File: src/rtl/dpram_bist_pkg.sv
// Shared types and helpers for the dual-port RAM self-test controller.
// Optional feature macro used elsewhere in this slice: DPRAM_BIST_ERRCNT_EN.
package dpram_bist_pkg;

    localparam int PASS_COUNT = 2;
    localparam int PAT_W      = 64;

    typedef enum logic [2:0] {
        ST_IDLE  = 3'd0,
        ST_WRITE = 3'd1,
        ST_READ  = 3'd2,
        ST_DRAIN = 3'd3,
        ST_DONE  = 3'd4
    } bist_state_e;

    // Test word for an address; callers truncate to their data width.
    function automatic logic [PAT_W-1:0] pat(input logic [PAT_W-1:0] addr,
                                             input logic [PAT_W-1:0] seed,
                                             input logic             inv);
        logic [PAT_W-1:0] p_s;
        p_s = addr ^ seed;
        if (inv) begin
            pat = ~p_s;
        end else begin
            pat = p_s;
        end
    endfunction

endpackage

File: src/rtl/dpram_bist_if.sv
// RAM-side bus between the self-test controller (master) and the dual-port RAM (slave).
interface dpram_bist_if #(
    parameter int DATA_WIDTH = 8,
    parameter int ADDR_WIDTH = 6
);
    logic [ADDR_WIDTH-1:0] addr_a;
    logic [ADDR_WIDTH-1:0] addr_b;
    logic [DATA_WIDTH-1:0] data_a;
    logic [DATA_WIDTH-1:0] data_b;
    logic                  we_a;
    logic                  we_b;
    logic [DATA_WIDTH-1:0] q_a;
    logic [DATA_WIDTH-1:0] q_b;

    modport master (
        output addr_a, addr_b, data_a, data_b, we_a, we_b,
        input  q_a, q_b
    );

    modport slave (
        input  addr_a, addr_b, data_a, data_b, we_a, we_b,
        output q_a, q_b
    );
endinterface

File: src/rtl/dpram_bist_check.sv
// Expected-data pipeline, dual read-back comparators and first-fail capture.
// With DPRAM_BIST_ERRCNT_EN defined, also a saturating 8-bit mismatch counter.
module dpram_bist_check
    import dpram_bist_pkg::*;
#(
    parameter int DATA_WIDTH = 8,
    parameter int ADDR_WIDTH = 6
) (
    input  logic                  clk,
    input  logic                  rst,
    input  logic                  start_acc,
    input  logic                  cmp_en,
    input  logic                  rd_en,
    input  logic [ADDR_WIDTH-1:0] rd_addr_a,
    input  logic [ADDR_WIDTH-1:0] rd_addr_b,
    input  logic [DATA_WIDTH-1:0] rd_exp_a,
    input  logic [DATA_WIDTH-1:0] rd_exp_b,
    input  logic [DATA_WIDTH-1:0] q_a,
    input  logic [DATA_WIDTH-1:0] q_b,
    output logic                  fail,
    output logic [ADDR_WIDTH-1:0] fail_addr,
    output logic [DATA_WIDTH-1:0] fail_data,
`ifdef DPRAM_BIST_ERRCNT_EN
    output logic [7:0]            err_count,
`endif
    output logic                  mismatch
);

    logic                  exp_vld_r;
    logic [ADDR_WIDTH-1:0] exp_addr_a_r;
    logic [ADDR_WIDTH-1:0] exp_addr_b_r;
    logic [DATA_WIDTH-1:0] exp_a_r;
    logic [DATA_WIDTH-1:0] exp_b_r;
    logic                  mis_a_s;
    logic                  mis_b_s;
    logic                  fail_r;
    logic [ADDR_WIDTH-1:0] fail_addr_r;
    logic [DATA_WIDTH-1:0] fail_data_r;

    // Hold the expectation for one cycle to line up with the RAM read latency.
    always_ff @(posedge clk) begin
        if (rst || start_acc) begin
            exp_vld_r    <= 1'b0;
            exp_addr_a_r <= '0;
            exp_addr_b_r <= '0;
            exp_a_r      <= '0;
            exp_b_r      <= '0;
        end else begin
            exp_vld_r <= rd_en;
            if (rd_en) begin
                exp_addr_a_r <= rd_addr_a;
                exp_addr_b_r <= rd_addr_b;
                exp_a_r      <= rd_exp_a;
                exp_b_r      <= rd_exp_b;
            end
        end
    end

    assign mis_a_s  = cmp_en && exp_vld_r && (q_a != exp_a_r);
    assign mis_b_s  = cmp_en && exp_vld_r && (q_b != exp_b_r);
    assign mismatch = mis_a_s || mis_b_s;

    // First mismatch wins; port A takes priority when both ports miss together.
    always_ff @(posedge clk) begin
        if (rst || start_acc) begin
            fail_r      <= 1'b0;
            fail_addr_r <= '0;
            fail_data_r <= '0;
        end else if (mismatch && !fail_r) begin
            fail_r <= 1'b1;
            if (mis_a_s) begin
                fail_addr_r <= exp_addr_a_r;
                fail_data_r <= q_a;
            end else begin
                fail_addr_r <= exp_addr_b_r;
                fail_data_r <= q_b;
            end
        end
    end

    assign fail      = fail_r;
    assign fail_addr = fail_addr_r;
    assign fail_data = fail_data_r;

`ifdef DPRAM_BIST_ERRCNT_EN
    logic [7:0] err_cnt_r;
    logic [8:0] err_sum_s;

    assign err_sum_s = {1'b0, err_cnt_r} + 9'(mis_a_s) + 9'(mis_b_s);

    // Saturating count of every mismatching port compare.
    always_ff @(posedge clk) begin
        if (rst || start_acc) begin
            err_cnt_r <= 8'd0;
        end else if (err_sum_s > 9'd255) begin
            err_cnt_r <= 8'd255;
        end else begin
            err_cnt_r <= err_sum_s[7:0];
        end
    end

    assign err_count = err_cnt_r;
`endif

endmodule

File: src/rtl/dpram_bist_ctrl.sv
// Two-pass cross-port write/read-back self-test controller for a single-clock dual-port RAM.
// Define DPRAM_BIST_ERRCNT_EN to run to completion and count all mismatches on err_count.
module dpram_bist_ctrl
    import dpram_bist_pkg::*;
#(
    parameter int                    DATA_WIDTH = 8,
    parameter int                    ADDR_WIDTH = 6,
    parameter logic [DATA_WIDTH-1:0] PATTERN    = DATA_WIDTH'(8'hA5)
) (
    input  logic                  clk,
    input  logic                  rst,
    input  logic                  start,
    output logic                  busy,
    output logic                  done,
    output logic                  fail,
    output logic [ADDR_WIDTH-1:0] fail_addr,
    output logic [DATA_WIDTH-1:0] fail_data,
`ifdef DPRAM_BIST_ERRCNT_EN
    output logic [7:0]            err_count,
`endif
    dpram_bist_if.master          bus
);

    localparam int              K_W       = ADDR_WIDTH - 1;
    localparam logic [K_W-1:0]  K_LAST    = '1;
    localparam logic            LAST_PASS = 1'(PASS_COUNT - 1);
`ifdef DPRAM_BIST_ERRCNT_EN
    localparam logic            STOP_ON_FAIL = 1'b0;
`else
    localparam logic            STOP_ON_FAIL = 1'b1;
`endif

    bist_state_e           state_r, state_nx_s;
    logic                  pass_r, pass_nx_s;
    logic [K_W-1:0]        k_r, k_nx_s;
    logic                  start_acc_s;
    logic                  mismatch_s;
    logic                  stop_s;
    logic                  rd_en_s;
    logic [ADDR_WIDTH-1:0] addr_even_s;
    logic [ADDR_WIDTH-1:0] addr_odd_s;
    logic [DATA_WIDTH-1:0] pat_even_s;
    logic [DATA_WIDTH-1:0] pat_odd_s;

    assign start_acc_s = start && ((state_r == ST_IDLE) || (state_r == ST_DONE));
    assign stop_s      = mismatch_s && STOP_ON_FAIL;
    assign addr_even_s = {k_r, 1'b0};
    assign addr_odd_s  = {k_r, 1'b1};
    assign pat_even_s  = DATA_WIDTH'(pat(PAT_W'(addr_even_s), PAT_W'(PATTERN), pass_r));
    assign pat_odd_s   = DATA_WIDTH'(pat(PAT_W'(addr_odd_s), PAT_W'(PATTERN), pass_r));

    // State, pass and half-index registers.
    always_ff @(posedge clk) begin
        if (rst) begin
            state_r <= ST_IDLE;
            pass_r  <= 1'b0;
            k_r     <= '0;
        end else begin
            state_r <= state_nx_s;
            pass_r  <= pass_nx_s;
            k_r     <= k_nx_s;
        end
    end

    // Next-state logic; k returns to zero on every state change.
    always_comb begin
        state_nx_s = state_r;
        pass_nx_s  = pass_r;
        k_nx_s     = k_r;
        case (state_r)
            ST_IDLE, ST_DONE: begin
                if (start_acc_s) begin
                    state_nx_s = ST_WRITE;
                    pass_nx_s  = 1'b0;
                    k_nx_s     = '0;
                end else begin
                    state_nx_s = state_r;
                end
            end
            ST_WRITE: begin
                k_nx_s = k_r + K_W'(1);
                if (k_r == K_LAST) begin
                    state_nx_s = ST_READ;
                end else begin
                    state_nx_s = ST_WRITE;
                end
            end
            ST_READ: begin
                if (stop_s) begin
                    state_nx_s = ST_DONE;
                    k_nx_s     = '0;
                end else if (k_r == K_LAST) begin
                    state_nx_s = ST_DRAIN;
                    k_nx_s     = '0;
                end else begin
                    state_nx_s = ST_READ;
                    k_nx_s     = k_r + K_W'(1);
                end
            end
            ST_DRAIN: begin
                k_nx_s = '0;
                if (stop_s || (pass_r == LAST_PASS)) begin
                    state_nx_s = ST_DONE;
                end else begin
                    state_nx_s = ST_WRITE;
                    pass_nx_s  = LAST_PASS;
                end
            end
            default: begin
                state_nx_s = ST_IDLE;
                pass_nx_s  = 1'b0;
                k_nx_s     = '0;
            end
        endcase
    end

    // RAM-side decode: writes go straight, reads are crossed between ports.
    always_comb begin
        bus.addr_a = '0;
        bus.addr_b = '0;
        bus.data_a = '0;
        bus.data_b = '0;
        bus.we_a   = 1'b0;
        bus.we_b   = 1'b0;
        rd_en_s    = 1'b0;
        case (state_r)
            ST_WRITE: begin
                bus.addr_a = addr_even_s;
                bus.addr_b = addr_odd_s;
                bus.data_a = pat_even_s;
                bus.data_b = pat_odd_s;
                bus.we_a   = 1'b1;
                bus.we_b   = 1'b1;
            end
            ST_READ: begin
                bus.addr_a = addr_odd_s;
                bus.addr_b = addr_even_s;
                rd_en_s    = 1'b1;
            end
            default: begin
                rd_en_s = 1'b0;
            end
        endcase
    end

    assign busy = (state_r == ST_WRITE) || (state_r == ST_READ) || (state_r == ST_DRAIN);
    assign done = (state_r == ST_DONE);

    dpram_bist_check #(
        .DATA_WIDTH (DATA_WIDTH),
        .ADDR_WIDTH (ADDR_WIDTH)
    ) u_check (
        .clk        (clk),
        .rst        (rst),
        .start_acc  (start_acc_s),
        .cmp_en     (busy),
        .rd_en      (rd_en_s),
        .rd_addr_a  (addr_odd_s),
        .rd_addr_b  (addr_even_s),
        .rd_exp_a   (pat_odd_s),
        .rd_exp_b   (pat_even_s),
        .q_a        (bus.q_a),
        .q_b        (bus.q_b),
        .fail       (fail),
        .fail_addr  (fail_addr),
        .fail_data  (fail_data),
`ifdef DPRAM_BIST_ERRCNT_EN
        .err_count  (err_count),
`endif
        .mismatch   (mismatch_s)
    );

endmodule
File: src/flat_wrapper.sv
// flat-port wrapper written by rule: the top's interface ports become plain ports
module dpram_bist_ctrl_flat import dpram_bist_pkg::*;
#(
    parameter int                    DATA_WIDTH = 8,
    parameter int                    ADDR_WIDTH = 6,
    parameter logic [DATA_WIDTH-1:0] PATTERN    = DATA_WIDTH'(8'hA5)
)
  (clk, rst, start, busy, done, fail, fail_addr, fail_data, bus_addr_a, bus_addr_b, bus_data_a, bus_data_b, bus_we_a, bus_we_b, bus_q_a, bus_q_b);
  dpram_bist_if #(.DATA_WIDTH(DATA_WIDTH), .ADDR_WIDTH(ADDR_WIDTH)) bus_i ();
  input  logic clk;
  input  logic rst;
  input  logic start;
  output logic busy;
  output logic done;
  output logic fail;
  output logic [ADDR_WIDTH-1:0] fail_addr;
  output logic [DATA_WIDTH-1:0] fail_data;
  output wire logic [$bits(bus_i.addr_a)-1:0] bus_addr_a;
  output wire logic [$bits(bus_i.addr_b)-1:0] bus_addr_b;
  output wire logic [$bits(bus_i.data_a)-1:0] bus_data_a;
  output wire logic [$bits(bus_i.data_b)-1:0] bus_data_b;
  output wire logic [$bits(bus_i.we_a)-1:0] bus_we_a;
  output wire logic [$bits(bus_i.we_b)-1:0] bus_we_b;
  input wire logic [$bits(bus_i.q_a)-1:0] bus_q_a;
  input wire logic [$bits(bus_i.q_b)-1:0] bus_q_b;
  assign bus_addr_a = bus_i.addr_a;
  assign bus_addr_b = bus_i.addr_b;
  assign bus_data_a = bus_i.data_a;
  assign bus_data_b = bus_i.data_b;
  assign bus_we_a = bus_i.we_a;
  assign bus_we_b = bus_i.we_b;
  assign bus_i.q_a = bus_q_a;
  assign bus_i.q_b = bus_q_b;
  dpram_bist_ctrl #(.DATA_WIDTH(DATA_WIDTH), .ADDR_WIDTH(ADDR_WIDTH), .PATTERN(PATTERN)) u_core (.clk(clk), .rst(rst), .start(start), .busy(busy), .done(done), .fail(fail), .fail_addr(fail_addr), .fail_data(fail_data), .bus(bus_i));
endmodule
File: config.mk
export PLATFORM = sky130hd
export DESIGN_NAME = dpram_bist_ctrl_flat
export DESIGN_NICKNAME = d
export VERILOG_FILES = /design/src/rtl/dpram_bist_pkg.sv /design/src/rtl/dpram_bist_if.sv /design/src/rtl/dpram_bist_check.sv /design/src/rtl/dpram_bist_ctrl.sv /design/src/flat_wrapper.sv
export SDC_FILE = /design/constraint.sdc
export NUM_CORES = 1
export LEC_CHECK = 0
export CAP_MARGIN = 20
export CORE_ASPECT_RATIO = 1.5
export CORE_MARGIN = 8
export CORE_UTILIZATION = 40
export DETAILED_ROUTE_END_ITERATION = 16
export HOLD_SLACK_MARGIN = 0.06
export PLACE_DENSITY = 0.76
export RECOVER_POWER = 25
export SETUP_SLACK_MARGIN = 0.2
export SYNTH_ARGS = -nofsm -noshare
export SYNTH_HDL_FRONTEND = slang
export SYNTH_SLANG_ARGS = --single-unit
File: constraint.sdc
create_clock -name clk -period 1.8 [get_ports clk]
set_input_delay 0.18 -clock clk [delete_from_list [all_inputs] [get_ports clk]]
set_output_delay 0.18 -clock clk [all_outputs]
set_load 0.01 [all_outputs]
## Word-level counts from Yosys, hierarchy flattened

Cells that the tools add are included.

- Bits in registers: 52
- Input port bits: 19
- Output and inout bits: 47
- Logic and storage cells: 65

- $add $sub $neg: 1
- Eq/ne operators: 9
- Muxes and demuxes: 23
- Bitwise operators: 5
- Reduce and logical (&&, ||, !) cells: 16

Operator list:

| operator | number |
|---|---|
| 8-bit two-way mux | 5 |
| 6-bit one-hot mux with 2 select lines | 2 |
| 8-bit != test | 2 |
| 8-bit inverter | 2 |
| 5-bit two-way mux | 3 |
| 5-bit one-hot mux with 3 select lines | 1 |
| 3-bit one-hot mux with 4 select lines | 1 |
| 3-bit two-way mux | 3 |
| 3-bit inverter with 4-bit output | 2 |
| 3-bit by 2-bit equality test with 1-bit output, second input constant | 2 |
| 1-bit logical OR | 6 |
| 6-bit two-way mux | 1 |
| 5-bit by 1-bit adder with 5-bit output, second input constant | 1 |
| 5-bit equality test, second input constant | 1 |
| 1-bit logical AND | 5 |
| 1-bit two-way mux | 5 |
| 2-bit != test, second input constant | 2 |
| 2-bit OR reduction | 2 |
| 3-bit by 1-bit equality test with 1-bit output, second input constant | 1 |
| 3-bit equality test, second input constant | 1 |
| 3-bit logical NOT | 1 |
| 1-bit one-hot mux with 3 select lines | 1 |
| 3-bit AND reduction | 1 |
| 2-bit two-way mux | 1 |
| other kinds (2) | 2 |

## Depth between registers and ports, before layout

Gate-level depths: netlist of run 1.

- Depth after elaboration: 9
- Gate-level depth with buffers: 9
- Gate-level depth less buffers: 6

## Modules after synthesis

Synthesis of run 1 repeated with hierarchy kept, for this count alone.

- Cells, all modules: 282
- Area total of the unflattened synthesis: 2812.7 µm²

Modules (own cells, without submodules):

| module | instances | cells an instance | area each (µm²) | seq. area each (µm²) |
|---|---|---|---|---|
| dpram_bist_check | 1 | 168 | 1889.3 | 880.8 |
| dpram_bist_ctrl | 1 | 114 | 923.4 | 180.2 |

## Worst setup path after synthesis of run 1

OpenSTA, ideal clock, no wires.

- Kind: register -> register
- Start point: reg u_core.u_check.exp_a_r[6]
- End point: reg u_core.state_r[0]
- Setup time: 88 ps
- Arrival: 1790 ps
- Path slack: -77 ps
- Stages on the path, launching flop included: 8
- Path buffers: 1
- Path through: dfxtp_1 > or3_1 > a211oi_2 > nand4_1 > and2_1 > clkbuf_2 > o32a_1 > nor4_2

- Word-level cells in the longest chain between the ends: 6

RTL lines:

| item | RTL line | text |
|---|---|---|
| from (decl) | dpram_bist_check.sv:32 | `logic [DATA_WIDTH-1:0] exp_a_r;` |
| from (signal assigned) | dpram_bist_check.sv:53 | `exp_a_r <= rd_exp_a;` |
| 8-bit != test (*) | dpram_bist_check.sv:59 | `assign mis_a_s = cmp_en && exp_vld_r && (q_a != exp_a_r);` |
| 1-bit logical AND (*) | dpram_bist_check.sv:59 |  |
| 1-bit logical OR (*) | dpram_bist_check.sv:61 | `assign mismatch = mis_a_s \|\| mis_b_s;` |
| 1-bit logical OR | dpram_bist_ctrl.sv:102 | `if (stop_s \|\| (pass_r == LAST_PASS)) begin` |
| 3-bit two-way mux | dpram_bist_ctrl.sv:102 |  |
| 3-bit one-hot mux with 4 select lines (*) | dpram_bist_ctrl.sv:70 | `case (state_r)` |
| to (signal assigned) | dpram_bist_ctrl.sv:59 | `state_r <= state_nx_s;` |
| to (decl) | dpram_bist_ctrl.sv:33 | `bist_state_e state_r, state_nx_s;` |

Mark *: on every way between the ends. The rest lies on a longest branch, timed or not.
A chain may end at the register's enable or synchronous reset.

## Final worst setup path of run 1

- Start point: reg u_core.u_check.exp_a_r[1]
- End point: reg u_core.u_check.fail_data_r[7] (netlist: u_core.u_check.fail_data[7])

- Word-level cells in the longest chain between the ends: 4

RTL lines:

| item | RTL line | text |
|---|---|---|
| 8-bit != test (*) | dpram_bist_check.sv:59 |  |
| 1-bit logical AND (*) | dpram_bist_check.sv:59 |  |
| 1-bit logical OR | dpram_bist_check.sv:61 |  |
| 1-bit logical AND | dpram_bist_check.sv:69 | `end else if (mismatch && !fail_r) begin` |
| to (signal assigned) | dpram_bist_check.sv:73 | `fail_data_r <= q_a;` |
| to (signal assigned) | dpram_bist_check.sv:76 | `fail_data_r <= q_b;` |
| to (decl) | dpram_bist_check.sv:38 | `logic [DATA_WIDTH-1:0] fail_data_r;` |

Marked as above.

==> flow_summary.yaml, run 1 <==
clock_tree:
  clock_latency_ns: 0.29
  cts_buffers: 5
  clock_sinks: 38
  cts_tree: "built"
  h-tree-depth: 2
  cts_max_path_buffers: 2
  path_clk_slew_ns: 0.08
  clockRootBuffer: "clkbuf_8"
final_layout:
  drive_above_1_share_pct: 37.7
  diodes: 0
  final_core_util_pct: 66.2
  nets: 346
  fill_cells: 400
  syn_to_final_growth_pct: 60.1
placed_design:
  port-buffer-count: 65
  pre_cts_ws_ns: -0.360
  dp_hpwl_um: 4270
  place_congestion: 0.854
route:
  drc: 0
  wl_per_cell_um: 15.7
  drt_iter0_drc: 126
  via_per_inst: 5.15
  drtPass1Iterations: 4
  drt-total-wl_um: 6140
  ant_nets: 0
  vias: 2018
synthesis:
  syn_nets: 264
  synthCells: 243
  avgSynthCellArea_um2: 8.19
  seq_area_frac_synth_pct: 38.2
  synth_area_mm2: 0.00199
  yosys_register_bits: 38
  synth_cell_types: 37
  yosysWarnings: 0
sta:
  clock-skew-final_ns: 0.00624
  tns_ns: -0.829
  period_needed_ns: 1.90
  fin_crit_sh_pct: 105
  finalSetupViolCount: 15
  finalHoldViolations: 0
  rsz0062_at_grt: "yes"
  timing.final.ws_setup_ns: -0.0951
  slew_headroom_pct: 54.6
  holdWs_ns: 0.467
  slew_violations: 0
  fmax_mhz: 528
  tightest_slew_ns: 0.681
worst_setup_path:
  cp-startpoint: "u_core.u_check.exp_a_r[1]"
  worst_path_largest_cell_delay_ns: 0.35
  cp-start-kind: "flip-flop"
  required_ns: 1.94
  worstPathArrival_ns: 2.03
  critPathTopFamily: "simple AND/OR/NAND/NOR gates"
  crit_chain: "xor2_1 -> nor4_1 -> buf_4 -> nand4_1 -> and2_4 -> buf_12 -> a21oi_1 -> a311oi_2"
  worstSetupPathDepth: 8
  endpoint_kind: "flip-flop"
  cp-endpoint: "u_core.u_check.fail_data[7]"
  slowest_stage: "dfxtp_2"
  r2r_setup_slack_ns: -0.1
  crit_type: "reg2reg"
  critical_path_buf_inv_count: 2
  reg2reg_to: "u_core.u_check.fail_data[7]"
  r2r-start: "u_core.u_check.exp_a_r[1]"
  path_max_fanout: 11
  rr_worst_depth: 8
grt:
  track_usage_pct: 16.2
  antenna_found_initial: 0
  overflow: 0
  grt_pass1_wl_um: 9600
  grt_pass1_vias: 2102
  grt_max_degree: 31
floorplanning:
  dieWidth_um: 73.6
  dieArea_mm2: 0.00753
  pin_count: 66
  start_util_pct: 41.4
  coreArea_mm2: 0.00481
  die_h_um: 102
  rows: 31
power_and_ir_drop:
  power_leakage_uw: 0.00126
  p_per_area_mw_per_mm2: 586
  vdd_drop_max_mv: 0.377
hold_path:
  min_path_type: "reg2reg"
  whs_path_depth: 2
run:
  cap_viol_max_count: 0
outcome:
  violations: "setup timing"
  outcome: "complete, but fails checks"
## sequential cells by signal (all words and copies together), names as in the netlist
register                     cells
u_core.k_r                       5
u_core.pass_r                    1
u_core.state_r                   3
u_core.u_check.exp_a_r           6
u_core.u_check.exp_addr_a_r      5
u_core.u_check.exp_addr_b_r      1
u_core.u_check.exp_b_r           1
u_core.u_check.exp_vld_r         1
u_core.u_check.fail              1
u_core.u_check.fail_addr         6
u_core.u_check.fail_data         8
## how the worst min path moves through the flow
stage	startpoint	endpoint	slack, ns
after floorplan	bus_q_b[0]	u_core.u_check.fail_data[0]	0.43
after global placement	u_core.u_check.exp_addr_a_r[4]	u_core.u_check.exp_addr_a_r[4]	0.45
after detailed placement	u_core.u_check.exp_addr_b_r[5]	u_core.u_check.exp_addr_b_r[5]	0.45
after CTS	u_core.u_check.exp_addr_b_r[5]	u_core.u_check.fail_addr[5]	0.47
after global routing	u_core.u_check.exp_addr_b_r[5]	u_core.u_check.exp_addr_b_r[5]	0.50
final	u_core.u_check.exp_addr_a_r[4]	u_core.u_check.fail_addr[4]	0.47
## synthesized netlist by cell type
cell type   n  area share, %
a21o_1      2           0.75
buf_4      15            5.7
a21oi_1    29            7.3
xnor2_1     3            1.3
nor2b_1     8            2.5
inv_1       4           0.75
a22oi_1     2           0.75
a31oi_1     1           0.31
a311oi_1    8            3.5
a211oi_1    5            1.9
o32a_1      1           0.50
or3_1       1           0.31
nand2_1    19            3.6
nor4_1      4            1.3
xor2_1     16            7.0
a211oi_2    1           0.63
buf_2       5            1.3
mux2i_1     9            4.5
nor2_1     24            4.5
o22ai_1     2           0.63
dfxtp_1    38             38
and2_1      4            1.3
o21ai_0     7            1.8
clkbuf_1    9            1.7
or2_2       1           0.31
o21a_1      1           0.38
nand3_1     8            2.0
clkinv_1    2           0.38
nand2b_1    1           0.31
nand4_1     2           0.63
nor3_1      3           0.75
clkbuf_2    1           0.25
nor4_2      1           0.63
a21boi_0    1           0.38
buf_1       2           0.38
ha_1        2            1.3
and3_1      1           0.31
## stage by stage
stage | power (uW) | instances | area [um^2]
2_1_floorplan | 1000 | 243 | 2020
3_3_place_gp | 1140 | 369 | 2790
3_5_place_dp | 1140 | 369 | 2790
4_1_cts | 1860 | 386 | 3010
5_1_grt | 1930 | 392 | 3190
6_report | 1870 | 392 | 3190
## placed cells by master, fill, tap and decap left out, types with 6 or more instances in the layout
master and instances:
mux2i_1 8, nand2_1 18, o21ai_0 7, buf_4 26, buf_2 16, a21oi_1 26, nand3_2 6, nor2_1 17
buf_6 24, xor2_1 16, clkdlybuf4s50_1 31, dfxtp_1 31
## report_power, final
group / leakage, uW / switching, uW / total, uW / internal, uW
Clock: 0.0000504 / 318 / 730 / 412
Combinational: 0.000897 / 140 / 279 / 139
Sequential: 0.000310 / 12.9 / 858 / 845
Total: 0.00126 / 471 / 1870 / 1400
## routing by layer
layer  GRT usage, %  up-vias  wire length [um]
li1               -      992                 -
met4           8.19        0               131
met3           4.13       10               287
met1           16.2      966              2420
met2           29.7       50              3300
met5              0        -                 0
## logic make-up after synthesis
family,synth area share (%)
and+or+nand+nor,18.4
AOI/OAI and AO/OA,18.8
buffers and inverters,10.4
DFF,38.2
xor gates and xnor gates,8.36
muxes,4.53
adders and majority gates,1.26
## worst register-to-register path, delay by kind of cell (launching register included)
kind            cells  cell delay [ns]
compound gates      2             0.23
simple gates        3             0.68
xor+xnor            1             0.16
flops               1             0.35
buf+inv             2             0.33
## what timing repair did
item	in CTS	in global routing
hold buffers	0	0
pin swaps	11	5
gates cloned	2	0
endpoints found under the setup margin	56	37
setup buffers	7	6
gates resized for setup	169	27
## cell type report
cell class	count	area [um^2]	share of cell area [%]
clock buffers	5	68.8	2.16
clock inverters	3	45.0	1.41
multi-input cells	167	1200	37.8
inverters	6	28.8	0.903
repair buffers	107	981	30.8
well taps	66	82.6	2.59
flip-flops and latches	38	774	24.3
Power figures use the tool's default switching activity.
==> run 2: changes to the inputs <==
PLACE_DENSITY = 0.71   (was 0.76)
SYNTH_HIERARCHICAL = 1   (was not set)
clock period = 1.7 ns   (was 1.8 ns; I/O delays follow)
==> flow_summary.yaml, run 2 <==
clock_tree:
  cts_tree: "built"
  path_clk_slew_ns: 0.10
  cts_buffers: 5
  h-tree-depth: 2
  clock_latency_ns: 0.31
  hold_buffers: 0
  clockRootBuffer: "clkbuf_8"
  clock_sinks: 53
  cts_max_path_buffers: 2
worst_setup_path:
  r2r_setup_slack_ns: -0.17
  crit_type: "reg2reg"
  r2r-start: "u_core/u_check/exp_b_r[2]"
  worstPathArrival_ns: 2.07
  rr_worst_depth: 7
  endpoint_kind: "flip-flop"
  critPathTopFamily: "simple AND/OR/NAND/NOR gates"
  cp-start-kind: "flip-flop"
  worstSetupPathDepth: 7
  cp-endpoint: "u_core/pass_r"
  required_ns: 1.89
  crit_chain: "xnor2_2 -> nand4_1 -> nor4_4 -> nor2_4 -> inv_2 -> o211ai_1 -> a2111oi_2"
  reg2reg_to: "u_core/pass_r"
  path_max_fanout: 5
  cp-startpoint: "u_core/u_check/exp_b_r[2]"
  slowest_stage: "a2111oi_2"
  worst_path_largest_cell_delay_ns: 0.37
  critical_path_buf_inv_count: 1
synthesis:
  synthCells: 282
  avgSynthCellArea_um2: 9.97
  synth_area_mm2: 0.00281
  syn_nets: 304
  synth_top_area_share_pct: 37.7
  synthFlopType: "dfxtp_1"
  yosysWarnings: 6
  synth_top_cells_by_count: "dfxtp_1, mux2i_1, nor2_1, xnor2_1, buf_4"
  synth_cell_types: 52
  yosys.cell_count.top_type: "dfxtp_1"
  yosys.area.top_type: "dfxtp_1"
  async_reset_ff_share_pct: 0
  synthTopCellsByArea: "dfxtp_1, mux2i_1, xnor2_1"
  seq_area_frac_synth_pct: 37.7
  synth_edf_count: 0
  yosys_register_bits: 53
final_layout:
  final_cell_mix: "buf_6, buf_4, dfxtp_1"
  nets: 420
  final-seq-area_mm2: 0.00108
  diodes: 0
  syn_to_final_growth_pct: 62.2
  final_core_util_pct: 66.6
  fill_cells: 507
  final_area_mm2: 0.00456
  final_common_cell: "buf_6"
  drive_above_1_share_pct: 48.9
  final_cells: 477
  multi_input_area_mm2: 0.00176
hold_path:
  hold_start: "bus_q_a[2]"
  min_path_type: "in2reg"
grt:
  antenna_found_initial: 0
  grt_max_degree: 29
  grt_pass1_vias: 2621
  track_usage_pct: 16.0
  grt_pass1_wl_um: 12900
  overflow: 0
sta:
  fin_crit_sh_pct: 110
  finalSetupViolCount: 29
  tns_ns: -2.92
  fmax_mhz: 534
  timing.final.ws_setup_ns: -0.174
  slew_violations: 0
  period_needed_ns: 1.87
  finalHoldViolations: 0
  rsz0062_at_grt: "yes"
  clock-skew-final_ns: 0.0105
floorplanning:
  rows: 37
  dieArea_mm2: 0.0100
  dieWidth_um: 84.5
  coreArea_mm2: 0.00685
  start_util_pct: 41.1
  die_h_um: 119
  pin_count: 66
route:
  drc: 0
  vias: 2496
  via_per_inst: 5.23
  wl_per_cell_um: 18.3
  drt-total-wl_um: 8730
  drt_iter0_drc: 194
  ant_nets: 0
  drtPass1Iterations: 4
power_and_ir_drop:
  total_power_uw: 2590
  vdd_drop_max_mv: 0.400
  p_per_area_mw_per_mm2: 568
  power_leakage_uw: 0.00177
outcome:
  violations: "setup timing"
  outcome: "complete, but fails checks"
placed_design:
  place_congestion: 0.821
  dp.cells: 428
  port-buffer-count: 65
  dp_hpwl_um: 5210
  placed_area_mm2: 0.00366
run:
  cap_viol_max_count: 0
==> run 2: layer usage <==
layer	vias up	global-route usage, %	part of all wire, %
met5	-	0	0
met4	0	7.28	2.3
met3	14	3.33	4.4
met2	67	30.1	56
met1	1222	16.2	37
li1	1193	-	-
==> run 2: per-stage QoR <==
step / setup slack, ns / hold slack (ns)
final: -0.174 / 0.272
after global routing: -0.266 / 0.290
after global placement: -0.476 / 0.452
after CTS: -0.136 / 0.402
after detailed placement: -0.502 / 0.455
after floorplan: -0.00476 / 0.341
==> run 2: kinds of logic after synthesis <==
kind of cell,share of synthesized area (%)
and+or+nand+nor,16.9
buffers and inverters,8.85
DFF,37.7
xor gates and xnor gates,7.47
adders and majority gates,1.33
other,0.267
AOI/OAI and AO/OA,12.1
muxes,15.3
==> run 2: worst min path at each step <==
stage / to / slack [ns] / cells past startpoint
global placement: u_core/u_check/fail_addr[5] / 0.45 / 1
floorplan: u_core/u_check/fail / 0.34 / 2
global route: u_core/u_check/fail_data[2] / 0.29 / 3
CTS: u_core/u_check/fail_data[3] / 0.40 / 3
detailed placement: u_core/u_check/fail_addr[5] / 0.45 / 1
finish: u_core/u_check/fail_data[2] / 0.27 / 3
==> run 2: power breakdown <==
group	total, uW	switching, uW	internal [uW]
clock network	768	437	331
registers	1270	18.8	1250
logic	560	242	318
total	2590	697	1900
==> run 2: final cells by class <==
class | instances | area share [%]
flip-flops and latches | 53 | 23.7
inverters | 7 | 0.576
clock inverters | 2 | 0.302
multi-input cells | 190 | 38.5
clock buffers | 6 | 1.81
repair buffers | 141 | 33.0
well taps | 78 | 2.14
==> run 2: timing repair <==
item / CTS / global route
endpoints found under the setup margin: 73 / 85
setup buffers: 13 / 23
resized for setup: 204 / 47
pin swaps: 25 / 32
cloned: 3 / 2
==> run 2: tightest hold or removal path, stage by stage <==
cell and delay, ns:
dlymetal6s2s_1 0.15, mux2i_1 0.11, o2bb2ai_2 0.12
==> run 3: changes to the inputs <==
CORE_UTILIZATION = 46   (was 40)
PLACE_DENSITY = 0.8   (was 0.71)
==> flow_summary.yaml, run 3 (synthesis gave the netlist of run 2 again) <==
sta:
  rsz0062_at_grt: "yes"
  period_needed_ns: 1.90
  slew_violations: 0
  timing.final.ws_setup_ns: -0.202
  fmax_mhz: 526
  finalSetupViolCount: 28
  finalHoldViolations: 0
  holdWs_ns: 0.378
  clock-skew-final_ns: 0.0123
  fin_crit_sh_pct: 112
placed_design:
  dp_hpwl_um: 5530
  port-buffer-count: 65
  place_congestion: 0.898
worst_setup_path:
  required_ns: 1.90
  r2r_setup_slack_ns: -0.20
  cp-start-kind: "flip-flop"
  crit_type: "reg2reg"
  endpoint_kind: "flip-flop"
  reg2reg_to: "u_core/pass_r"
  r2r-start: "u_core/u_check/exp_a_r[1]"
  worstPathArrival_ns: 2.10
  path_max_fanout: 5
  rr_worst_depth: 7
floorplanning:
  coreArea_mm2: 0.00604
  start_util_pct: 46.5
  dieWidth_um: 79.8
  rows: 35
  dieArea_mm2: 0.00892
  die_h_um: 112
  pin_count: 66
route:
  wl_per_cell_um: 20.6
  via_per_inst: 5.58
  drt_iter0_drc: 174
  drtPass1Iterations: 4
  vias: 2627
  drt-total-wl_um: 9680
  ant_nets: 0
  drc: 0
final_layout:
  final_cell_mix: "buf_6, dfxtp_1, buf_4"
  syn_to_final_growth_pct: 63.9
  final-seq-area_mm2: 0.00108
  final_common_cell: "buf_6"
  fill_cells: 363
  diodes: 0
  nets: 418
  multi_input_area_mm2: 0.00182
  drive_above_1_share_pct: 49.6
clock_tree:
  clock_sinks: 53
  h-tree-depth: 2
  clockRootBuffer: "clkbuf_8"
  path_clk_slew_ns: 0.10
  cts_tree: "built"
  cts_max_path_buffers: 2
  clock_latency_ns: 0.31
  cts_buffers: 5
  hold_buffers: 0
power_and_ir_drop:
  vdd_drop_max_mv: 0.306
  p_per_area_mw_per_mm2: 583
  total_power_uw: 2690
  power_leakage_uw: 0.00181
outcome:
  outcome: "complete, but fails checks"
  violations: "setup timing"
hold_path:
  min_path_type: "in2reg"
  whs_path_depth: 3
  hold_start: "bus_q_b[5]"
  hold_end: "u_core/u_check/fail_data[5]"
grt:
  grt_pass1_wl_um: 14000
  grt_pass1_vias: 2752
  antenna_found_initial: 0
  overflow: 0
  grt_max_degree: 29
  track_usage_pct: 19.8
run:
  cap_viol_max_count: 0
==> run 3: final cells by class <==
type	count	share of cell area, %
repair buffers	139	32.1
well taps	74	2.01
inverters	7	0.570
flip-flops and latches	53	23.5
clock buffers	6	1.57
multi-input cells	190	39.4
clock inverters	2	0.841
==> run 3: worst max-delay path by stage <==
| stage | cells after the start | slack, ns | startpoint | end |
|---|---|---|---|---|
| 2_1_floorplan | 8 | -0.005 | u_core/state_r[1] | u_core/u_check/fail_addr[0] |
| 3_3_place_gp | 8 | -0.45 | bus_q_a[2] | u_core/pass_r |
| 3_5_place_dp | 8 | -0.49 | bus_q_a[3] | u_core/pass_r |
| 4_1_cts | 7 | -0.10 | u_core/u_check/exp_b_r[6] | u_core/u_check/fail_addr[1] |
| 5_1_grt | 7 | -0.31 | u_core/u_check/exp_a_r[1] | u_core/pass_r |
| 6_report | 7 | -0.20 | u_core/u_check/exp_a_r[1] | u_core/pass_r |
==> run 3: what timing repair did <==
item	in CTS	in global routing
pin swaps	32	18
buffers inserted	18	11
gates cloned	2	2
resized for setup	242	21
endpoints found under the setup margin	57	85
==> run 3: critical path, cell delays in order (launching register included) <==
cell	delay, ns
dfxtp_1	0.41
xnor2_2	0.14
nand4_2	0.16
nor4_4	0.36
nor2_4	0.11
inv_2	0.08
o211ai_1	0.11
a2111oi_2	0.40
==> run 3: through the flow <==
stage | util [%] | instances | TNS, ns | cell area, um^2 | setup slack, ns
finish | 76.3 | 471 | -2.61 | 4610 | -0.202
CTS | 72.2 | 458 | -1.39 | 4360 | -0.103
global route | 76.3 | 471 | -4.47 | 4610 | -0.313
detailed placement | 61.5 | 430 | -11.19 | 3710 | -0.493
floorplan | - | 282 | -0.0476 | 2870 | -0.00476
global placement | 61.5 | 430 | -10.21 | 3710 | -0.449
==> run 3: metal layers <==
layer  global-route usage (%)  vias to the layer above  share of wire (%)
li1                         -                     1184                  -
met1                     20.3                     1289                 35
met2                     35.0                      110                 53
met3                     5.00                       44                6.5
met4                     10.9                        0                5.5
met5                        0                        -                  0
==> run 3: report_power, final <==
part	leakage [uW]	total, uW	internal, uW	switching [uW]
Clock	0.0000554	882	443	439
Sequential	0.000433	1260	1240	18.6
Combinational	0.00132	545	296	248
Total	0.00181	2690	1980	706
